--- src/rtl/riscv_writeback_unit.sv ---
// riscv_writeback_unit
//   Writeback stage with a registered register-file write port. Selects and
//   extends the writeback result, merges long-latency (mul/div) results through
//   a small skid FIFO, and forces a one-cycle pipeline stall when the FIFO head
//   has been blocked by the main pipeline for STARVE_MAX cycles.
//
// Ports
//   i_clk, i_rstn              clock (rising edge), async active-low reset
//   i_valid_w, i_reg_write_w   writeback instruction valid / writes rd
//   i_rd_w, i_result_src_w     destination register, result select
//   i_alu_result_w             ALU result (low bits = load byte offset)
//   i_read_data_w              raw aligned memory word
//   i_pc_plus_4w, i_ext_imm_w  pc+4, extended immediate
//   i_funct3_w                 load size/sign code
//   i_lu_valid/o_lu_ready      long-latency result handshake
//   i_lu_rd, i_lu_result       long-latency destination / result
//   o_stall_w                  forced stall, upstream holds its instruction
//   o_lu_pending               FIFO non-empty
//   o_result_w                 combinational result for forwarding
//   o_rf_we/o_rf_rd/o_rf_wdata registered register-file write port
//
// Handshake: a long-latency result transfers on a cycle where i_lu_valid and
// o_lu_ready are both high. o_lu_ready depends only on FIFO occupancy, never
// on i_lu_valid; the producer holds i_lu_rd/i_lu_result stable until accepted.
module riscv_writeback_unit #(
  parameter int XLEN       = 32,
  parameter int LU_DEPTH   = 2,
  parameter int STARVE_MAX = 4
) (
  input  logic            i_clk,
  input  logic            i_rstn,
  input  logic            i_valid_w,
  input  logic            i_reg_write_w,
  input  logic [4:0]      i_rd_w,
  input  logic [1:0]      i_result_src_w,
  input  logic [XLEN-1:0] i_alu_result_w,
  input  logic [XLEN-1:0] i_read_data_w,
  input  logic [XLEN-1:0] i_pc_plus_4w,
  input  logic [XLEN-1:0] i_ext_imm_w,
  input  logic [2:0]      i_funct3_w,
  input  logic            i_lu_valid,
  output logic            o_lu_ready,
  input  logic [4:0]      i_lu_rd,
  input  logic [XLEN-1:0] i_lu_result,
  output logic            o_stall_w,
  output logic            o_lu_pending,
  output logic [XLEN-1:0] o_result_w,
  output logic            o_rf_we,
  output logic [4:0]      o_rf_rd,
  output logic [XLEN-1:0] o_rf_wdata
);

  localparam int OFFW = (XLEN == 64) ? 3 : 2;
  localparam int PW   = (LU_DEPTH > 1) ? $clog2(LU_DEPTH) : 1;
  localparam int CW   = $clog2(LU_DEPTH + 1);
  localparam int SW   = $clog2(STARVE_MAX + 1);

  // ---------------------------------------------------------------------------
  // Load alignment and extension
  // ---------------------------------------------------------------------------
  logic [OFFW-1:0] w_off;
  logic [XLEN-1:0] w_lane;
  logic [XLEN-1:0] w_load;
  logic [XLEN-1:0] w_result;

  assign w_off  = i_alu_result_w[OFFW-1:0];
  // Move the addressed byte lane down to bit 0.
  assign w_lane = i_read_data_w >> {w_off, 3'b000};

  always_comb begin
    w_load = i_read_data_w;
    case (i_funct3_w)
      3'b000: w_load = XLEN'($signed(w_lane[7:0]));
      3'b001: w_load = XLEN'($signed(w_lane[15:0]));
      3'b100: w_load = XLEN'(w_lane[7:0]);
      3'b101: w_load = XLEN'(w_lane[15:0]);
      3'b010: begin
        if (XLEN == 64) w_load = XLEN'($signed(w_lane[31:0]));
        else            w_load = i_read_data_w;
      end
      3'b110: begin
        if (XLEN == 64) w_load = XLEN'(w_lane[31:0]);
        else            w_load = i_read_data_w;
      end
      default: w_load = i_read_data_w;
    endcase
  end

  always_comb begin
    w_result = i_alu_result_w;
    case (i_result_src_w)
      2'b00:   w_result = i_alu_result_w;
      2'b01:   w_result = w_load;
      2'b10:   w_result = i_pc_plus_4w;
      default: w_result = i_ext_imm_w;
    endcase
  end

  assign o_result_w = w_result;

  // ---------------------------------------------------------------------------
  // Long-latency skid FIFO
  // ---------------------------------------------------------------------------
  logic [4:0]      r_mem_rd   [LU_DEPTH];
  logic [XLEN-1:0] r_mem_data [LU_DEPTH];
  logic [PW-1:0]   r_wr_ptr;
  logic [PW-1:0]   r_rd_ptr;
  logic [CW-1:0]   r_count;
  logic [SW-1:0]   r_starve;
  logic            r_stall;
  logic            r_rf_we;
  logic [4:0]      r_rf_rd;
  logic [XLEN-1:0] r_rf_wdata;

  logic w_empty;
  logic w_full;
  logic w_mw;
  logic w_push;
  logic w_pop;
  logic w_blocked;

  assign w_empty   = (r_count == '0);
  assign w_full    = (r_count == CW'(LU_DEPTH));
  assign w_mw      = i_valid_w & i_reg_write_w & ~r_stall;
  assign w_push    = i_lu_valid & ~w_full;
  // Drain whenever the main pipeline leaves the port free; during a forced
  // stall w_mw is already low, so the head always drains then.
  assign w_pop     = ~w_empty & (~w_mw | r_stall);
  assign w_blocked = ~w_empty & w_mw;

  assign o_lu_ready   = ~w_full;
  assign o_lu_pending = ~w_empty;
  assign o_stall_w    = r_stall;

  // Storage needs no reset: occupancy and pointers define what is valid.
  always_ff @(posedge i_clk) begin
    if (w_push) begin
      r_mem_rd[r_wr_ptr]   <= i_lu_rd;
      r_mem_data[r_wr_ptr] <= i_lu_result;
    end
  end

  always_ff @(posedge i_clk or negedge i_rstn) begin
    if (!i_rstn) begin
      r_wr_ptr <= '0;
      r_rd_ptr <= '0;
      r_count  <= '0;
    end else begin
      if (w_push) r_wr_ptr <= r_wr_ptr + 1'b1;
      if (w_pop)  r_rd_ptr <= r_rd_ptr + 1'b1;
      case ({w_push, w_pop})
        2'b10:   r_count <= r_count + 1'b1;
        2'b01:   r_count <= r_count - 1'b1;
        default: r_count <= r_count;
      endcase
    end
  end

  // ---------------------------------------------------------------------------
  // Starvation guard: the stall is raised for the cycle after the
  // STARVE_MAX-th blocked cycle; that cycle pops, which clears the counter and
  // drops the stall again.
  // ---------------------------------------------------------------------------
  always_ff @(posedge i_clk or negedge i_rstn) begin
    if (!i_rstn) begin
      r_starve <= '0;
      r_stall  <= 1'b0;
    end else begin
      if (w_pop || w_empty)  r_starve <= '0;
      else if (w_blocked)    r_starve <= r_starve + 1'b1;
      r_stall <= w_blocked && ((r_starve + 1'b1) == SW'(STARVE_MAX));
    end
  end

  // ---------------------------------------------------------------------------
  // Registered register-file write port. rd/wdata hold between writes.
  // ---------------------------------------------------------------------------
  always_ff @(posedge i_clk or negedge i_rstn) begin
    if (!i_rstn) begin
      r_rf_we    <= 1'b0;
      r_rf_rd    <= '0;
      r_rf_wdata <= '0;
    end else if (w_mw) begin
      r_rf_we    <= (i_rd_w != 5'd0);
      r_rf_rd    <= i_rd_w;
      r_rf_wdata <= w_result;
    end else if (w_pop) begin
      // An x0 head is consumed but not written.
      r_rf_we    <= (r_mem_rd[r_rd_ptr] != 5'd0);
      r_rf_rd    <= r_mem_rd[r_rd_ptr];
      r_rf_wdata <= r_mem_data[r_rd_ptr];
    end else begin
      r_rf_we    <= 1'b0;
    end
  end

  assign o_rf_we    = r_rf_we;
  assign o_rf_rd    = r_rf_rd;
  assign o_rf_wdata = r_rf_wdata;

endmodule

--- config.mk ---
export PLATFORM = sky130hd
export DESIGN_NAME = riscv_writeback_unit
export DESIGN_NICKNAME = d
export VERILOG_FILES = /design/src/rtl/riscv_writeback_unit.sv
export SDC_FILE = /design/constraint.sdc
export NUM_CORES = 1
export LEC_CHECK = 0
export CAP_MARGIN = 20
export CORE_MARGIN = 2
export CORE_UTILIZATION = 45
export DETAILED_ROUTE_END_ITERATION = 10
export PLACE_DENSITY = 0.81
export SYNTH_ARGS = -nofsm -noshare
export SYNTH_HDL_FRONTEND = slang
export SYNTH_SLANG_ARGS = --single-unit
--- constraint.sdc ---
create_clock -name i_clk -period 4.8 [get_ports i_clk]
set_clock_uncertainty 0.2 [all_clocks]
set_input_delay 0.96 -clock i_clk [delete_from_list [all_inputs] [get_ports i_clk]]
set_output_delay 0.96 -clock i_clk [all_outputs]
set_load 0.01 [all_outputs]
## Word-level counts from Yosys, hierarchy flattened

Memories as Yosys holds them, arrays and structs flattened.
Cells that the tools add are included.

| operators by class | value |
|---|---|
| $add $sub $neg | 5 |
| multipliers | 0 |
| divide/modulo/power cells | 0 |
| $lt $le $gt $ge | 0 |
| equal/unequal tests | 9 |
| shift-type cells | 1 |
| mux-type cells | 13 |
| bitwise operators | 10 |
| reduce and logical (&&, ||, !) cells | 10 |

Operators by type and width:

| operator | number |
|---|---|
| one-hot mux 32 bit (4 select lines) | 1 |
| one-hot mux 32 bit (3 select lines) | 1 |
| two-way mux 32 bit | 2 |
| >> shifter 32 x 5 -> 16 bit | 1 |
| two-way mux 5 bit | 2 |
| nonzero test 5 bit | 2 |
| == test 3 bit (second input constant) | 3 |
| == test 2 bit (second input constant) | 3 |
| two-way mux 3 bit | 2 |
| nonzero test 2 bit | 3 |
| bitwise AND 1 bit | 5 |
| == test 2 x 1 -> 1 bit (second input constant) | 2 |
| logical NOT 2 bit | 2 |
| two-way mux 1 bit | 4 |
| inverter 1 bit | 4 |
| one-hot mux 2 bit (2 select lines) | 1 |
| adder 3 x 1 -> 3 bit (second input constant) | 1 |
| == test 3 x 1 -> 1 bit (second input constant) | 1 |
| logical NOT 3 bit | 1 |
| adder 1 bit (second input constant) | 2 |
| adder 2 x 1 -> 2 bit (second input constant) | 1 |
| subtractor 2 x 1 -> 2 bit (second input constant) | 1 |
| logical AND 1 bit | 1 |
| logical OR 1 bit | 1 |
| bitwise OR 1 bit | 1 |

| storage, ports and cells | value |
|---|---|
| flip-flop bits (word level) | 46 |
| latch bits | 0 |
| memory bits (writable) | 74 |
| ROM bits | 0 |
| input port bits | 180 |
| output and inout port bits | 73 |
| word-level logic and storage cells | 58 |
| memories kept | 2 |

Memories:

| name | depth | bits a word | read ports | clocked after Yosys merged registers in | write ports | line | text |
|---|---|---|---|---|---|---|---|
| r_mem_data | 2 | 32 | 1 | 0 | 1 | 105 | `logic [XLEN-1:0] r_mem_data [LU_DEPTH];` |
| r_mem_rd | 2 | 5 | 1 | 0 | 1 | 104 | `logic [4:0] r_mem_rd [LU_DEPTH];` |

## Logic depth before layout (Yosys ltp)

| logic depth | value |
|---|---|
| word-level depth | 7 |
| mapped depth | 8 |
| mapped depth without buffers | 6 |

## Least setup slack after synthesis

Ideal clock, no wire load.

| timing | value |
|---|---|
| kind | input-to-reg |
| from | input i_lu_valid |
| to | memory r_mem_data[0][0], enable pin |
| setup time | 0.431 ns |
| data arrival time | 2.618 ns |
| required time | 4.169 ns |
| path slack | 1.551 ns |
| stages on the path | 2 |
| buffers on the path | 0 |
| cells stage by stage | nand2_1 > nor2_1 |

| on the way | value |
|---|---|
| longest elaborated chain between the ends | 3 |

Ends and longest elaborated chain:

| what | line | text |
|---|---|---|
| start, declared | 41 | `input logic i_lu_valid,` |
| bitwise AND 1 bit | 125 | `assign w_push = i_lu_valid & ~w_full;` |
| two-way mux 1 bit | 137 | `if (w_push) begin` |
| two-way mux 1 bit (not written as such) | 139 | `r_mem_data[r_wr_ptr] <= i_lu_result;` |
| end, declared | 105 |  |

No other way between the ends.

## Worst setup path after layout

| timing | value |
|---|---|
| from | input i_alu_result_w[0] |
| to | output o_result_w[10] |

| on the way | value |
|---|---|
| longest elaborated chain between the ends | 3 |

Ends and longest elaborated chain:

| what | line | text |
|---|---|---|
| start, declared | 36 | `input logic [XLEN-1:0] i_alu_result_w,` |
| >> shifter 32 x 5 -> 16 bit | 68 | `assign w_lane = i_read_data_w >> {w_off, 3'b000};` |
| one-hot mux 32 bit (4 select lines) | 72 | `case (i_funct3_w)` |
| one-hot mux 32 bit (3 select lines) | 91 | `case (i_result_src_w)` |
| end, declared | 47 | `output logic [XLEN-1:0] o_result_w,` |

No other way between the ends.

==> out/qor_table.md <==
| Metric | This run | Unit |
| --- | --- | --- |
| Largest net degree at the start of global routing | 47 | - |
| I/O pin count | 253 | - |
| TritonCTS clock tree | done | - |
| Non-filler instance count after layout | 1,054 | - |
| Maximum ir drop on the vdd rail | 0.360 | mV |
| Leakage power of the design | 3.80 | nW |
| Worst Setup End Kind | output port | - |
| Cts bufs inserted | 17 | - |
| Cell count after synthesis | 613 | - |
| Simple logic cell fraction of the synthesized area | 12.9 | % |
| Number of nets with antenna violations after detailed routing | 0 | - |
| FF+latch count, synth | 120 | - |
| Sum Neg Setup Slack | 0 | ns |
| Total die area | 15,900 | µm² |
| Buffers plus inverters on the worst setup path | 2 | - |
| Initial antenna violation count | 2 | - |
| Die Width | 126 | µm |
| First-pass GRT wire length | 35,600 | µm |
| Number of distinct library cells after synthesis | 59 | - |
| Outcome | completed | - |
| Worst Hold Slack | 0.258 | ns |
| RD Place Congestion | 0.944 | - |
| Yosys top cell by area | edfxtp_1 | - |
| Area of the placeable core | 14,600 | µm² |
| Power per cell area | 473 | nW/µm² |
| Post-detailed-route wirelength per cell | 22.4 | µm |
| Vias | 6,310 | - |
| GRT Overall Usage | 29.2 | % |
| CP max stage delay | 0.77 | ns |
| Worst Hold Class | in -> async | - |
| Largest driver fanout on the critical path | 14 | - |
| Required arrival time at the worst endpoint | 3.64 | ns |
| Root buffer selected by CTS | clkbuf_16 | - |
| Post-route minimum period | 4.53 | ns |
| Hpwl dp | 17,000 | µm |
| Register clock-pin slew on the reported worst setup and hold paths | 0.05 | ns |
| Unrepaired setup endpoints after global routing | false | - |
| Fraction of registers with async set or reset after synthesis | 38.3 | % |
| Category of the most critical setup path | in -> out | - |
| Max clock buf depth | 2 | - |
| Vias per inst | 5.99 | - |
| Final number of setup-violating endpoints | 0 | - |
| Clock sink total | 120 | - |
| Cells along the critical path | clkdlybuf4s50_1 > nor2b_1 > o2bb2ai_1 > a22oi_1 > o21ai_0 > clkdlybuf4s50_1 | - |
| Max Clock Freq | 221 | MHz |
| Portion of synthesized cell area occupied by the leading cell type | 33.0 | % |
| DRT Wirelength | 23,600 | µm |
| Transition time at the pin with the least slew margin | 1.01 | ns |
| Library cell contributing the largest single delay on the critical path | clkdlybuf4s50_1 | - |
| Fraction of the mapped netlist area in adder cells | 0.558 | % |
| Maximum capacitance violations | 0 | - |
| Pins over their slew limit | 0 | - |
| Final number of hold-violating endpoints | 0 | - |
| Buffers inserted by post-CTS timing repair | 0 | - |
| Data arrival time of the critical path | 3.37 | ns |
| Initial standard-cell utilization of the core | 46.1 | % |
| Largest family of logic cells by synthesized area | compound AO/OA/AOI/OAI gates | - |
| Fraction of the mapped netlist area in compound gates | 19.7 | % |
| Seq/Total Area, Yosys | 50.1 | % |
| Primary flip-flop cell chosen by synthesis mapping | edfxtp_1 | - |
| Relative slew slack | 32.9 | % |
| H-tree levels | 4 | - |
| Aggregate global routing overflow | 0 | - |
| Most frequent cells in the layout | clkdlybuf4s50_1, edfxtp_1, mux2i_1 | - |
| Worst skew pair latency | 0.41 | ns |
| Post-Syn Area per Cell | 11.0 | µm² |
| Synthesized-area fraction occupied by xor and xnor cells | 0.651 | % |
| Final Power | 0.00472 | W |
| Input/output buffers | 252 | - |
| Nature of the critical path startpoint | input pin | - |
| Number of DRC markers after the initial detailed-route iteration | 460 | - |
| Layout cell share with drive strength beyond 1 | 10.3 | % |
| CTS hold repair buffers | 0 | - |
| Family with the most delay on the worst path | buffers and inverters | - |
| Via count of the first global-routing pass | 6,285 | - |
| Post-synth design cell area | 6730 | µm² |
| Net count after synthesis | 796 | - |
| Ys Warns | 0 | - |
| Row Count | 44 | - |
| EDFF count, synth | 74 | - |
| Area growth from synthesis to layout | 48.3 | % |
| Total iterations of the first detailed-routing run | 5 | - |
| Number of cells in the design after placement | 1,018 | - |
| Fin crit share | 94.3 | % |
| Cell types occupying the most area after synthesis | edfxtp_1, dfrtp_1, mux2i_1 | - |
| # resized after CTS | 0 | - |
| Number of nets in the layout | 1,038 | - |
| DRC violation count after routing | 0 | - |
| Die Y | 126 | µm |
| Most common cell type on the critical path | clkdlybuf4s50_1 | - |
| Most common library cell in the layout ignoring fill and taps | clkdlybuf4s50_1 | - |
| Post-synthesis mux area share | 11.4 | % |
==> power by group <==
group	total, W	internal [W]	switching [W]
clock	0.00122	0.000760	0.000455
combinational	0.00182	0.000940	0.000878
sequential	0.00168	0.00146	0.000229
total	0.00472	0.00316	0.00156
==> area by class of cell <==
cell class / instances / area [µm²]
timing repair buffer: 274 / 2720
sequential: 120 / 3370
antenna: 2 / 5.00
tap: 184 / 230
fill: 1055 / 4610
inverter: 7 / 26.3
multi-input combinational: 435 / 3060
clock buffer: 20 / 437
clock inverter: 12 / 129
==> kinds of logic (layout without fill, tap and decap cells) <==
kind of cell	count (synthesis)	count (layout)
xor+xnor	5	5
compound gates	185	185
mux	76	76
flops	120	120
buf+inv	58	313
simple gates	166	166
fa+ha+maj	3	3
other cells	0	2
==> cell usage after synthesis, drive strengths merged, types with 6 or more instances <==
library cell and count:
edfxtp 74, mux2i 73, nor2 61, o21ai 49, dfrtp 46, nand2 38
buf 30, o211ai 26, clkbuf 21, nand3b 18, o31ai 16, a21boi 15
or3b 15, a221oi 14, a21oi 9, a22oi 8, o221ai 8, o2bb2ai 8
a21o 7, a211oi 6, a31oi 6, inv 6, nand3 6
==> worst paths after layout <==
kind                                    from                to  slack (ns)  cells after the start
setup / recovery           i_alu_result_w[0]    o_result_w[10]        0.27                      6
hold / removal                        i_rstn    o_rf_wdata[18]        0.26                      1
setup reg to reg                  r_count[0]  r_mem_data[1][5]        2.25                      2
hold reg to reg                  r_starve[0]       r_starve[0]        0.26                      1
max in group asynchronous             i_rstn     o_rf_wdata[5]        3.60                      2
min in group i_clk               r_starve[0]       r_starve[0]        0.26                      1
==> per-layer routing <==
layer | wire [µm] | part of all wire [%] | vias to the layer above | global-route usage, %
met5 | 0 | 0 | - | 0
met4 | 877 | 3.7 | 0 | 12.1
li1 | - | - | 2836 | -
met1 | 9210 | 39 | 3067 | 37.3
met2 | 11600 | 49 | 346 | 48.3
met3 | 1880 | 8.0 | 61 | 6.29
==> registers in the layout (all words and copies together), names as in the netlist, 2 cells and up <==
register and flops:
o_rf_rd 5, r_starve 3, o_rf_wdata 32, r_mem_data 64
r_count 2, r_mem_rd 10
==> through the flow <==
stage	worst slack (ns)	utilization, %	instance area, µm²
final	0.273	68.4	9980
after global placement	0.440	64.1	9350
after detailed placement	0.354	64.2	9370
after global routing	0.167	68.4	9980
after CTS	0.327	68.1	9930
after floorplan	1.55	-	6730
Note: power is estimated with default switching activity, not from simulation.
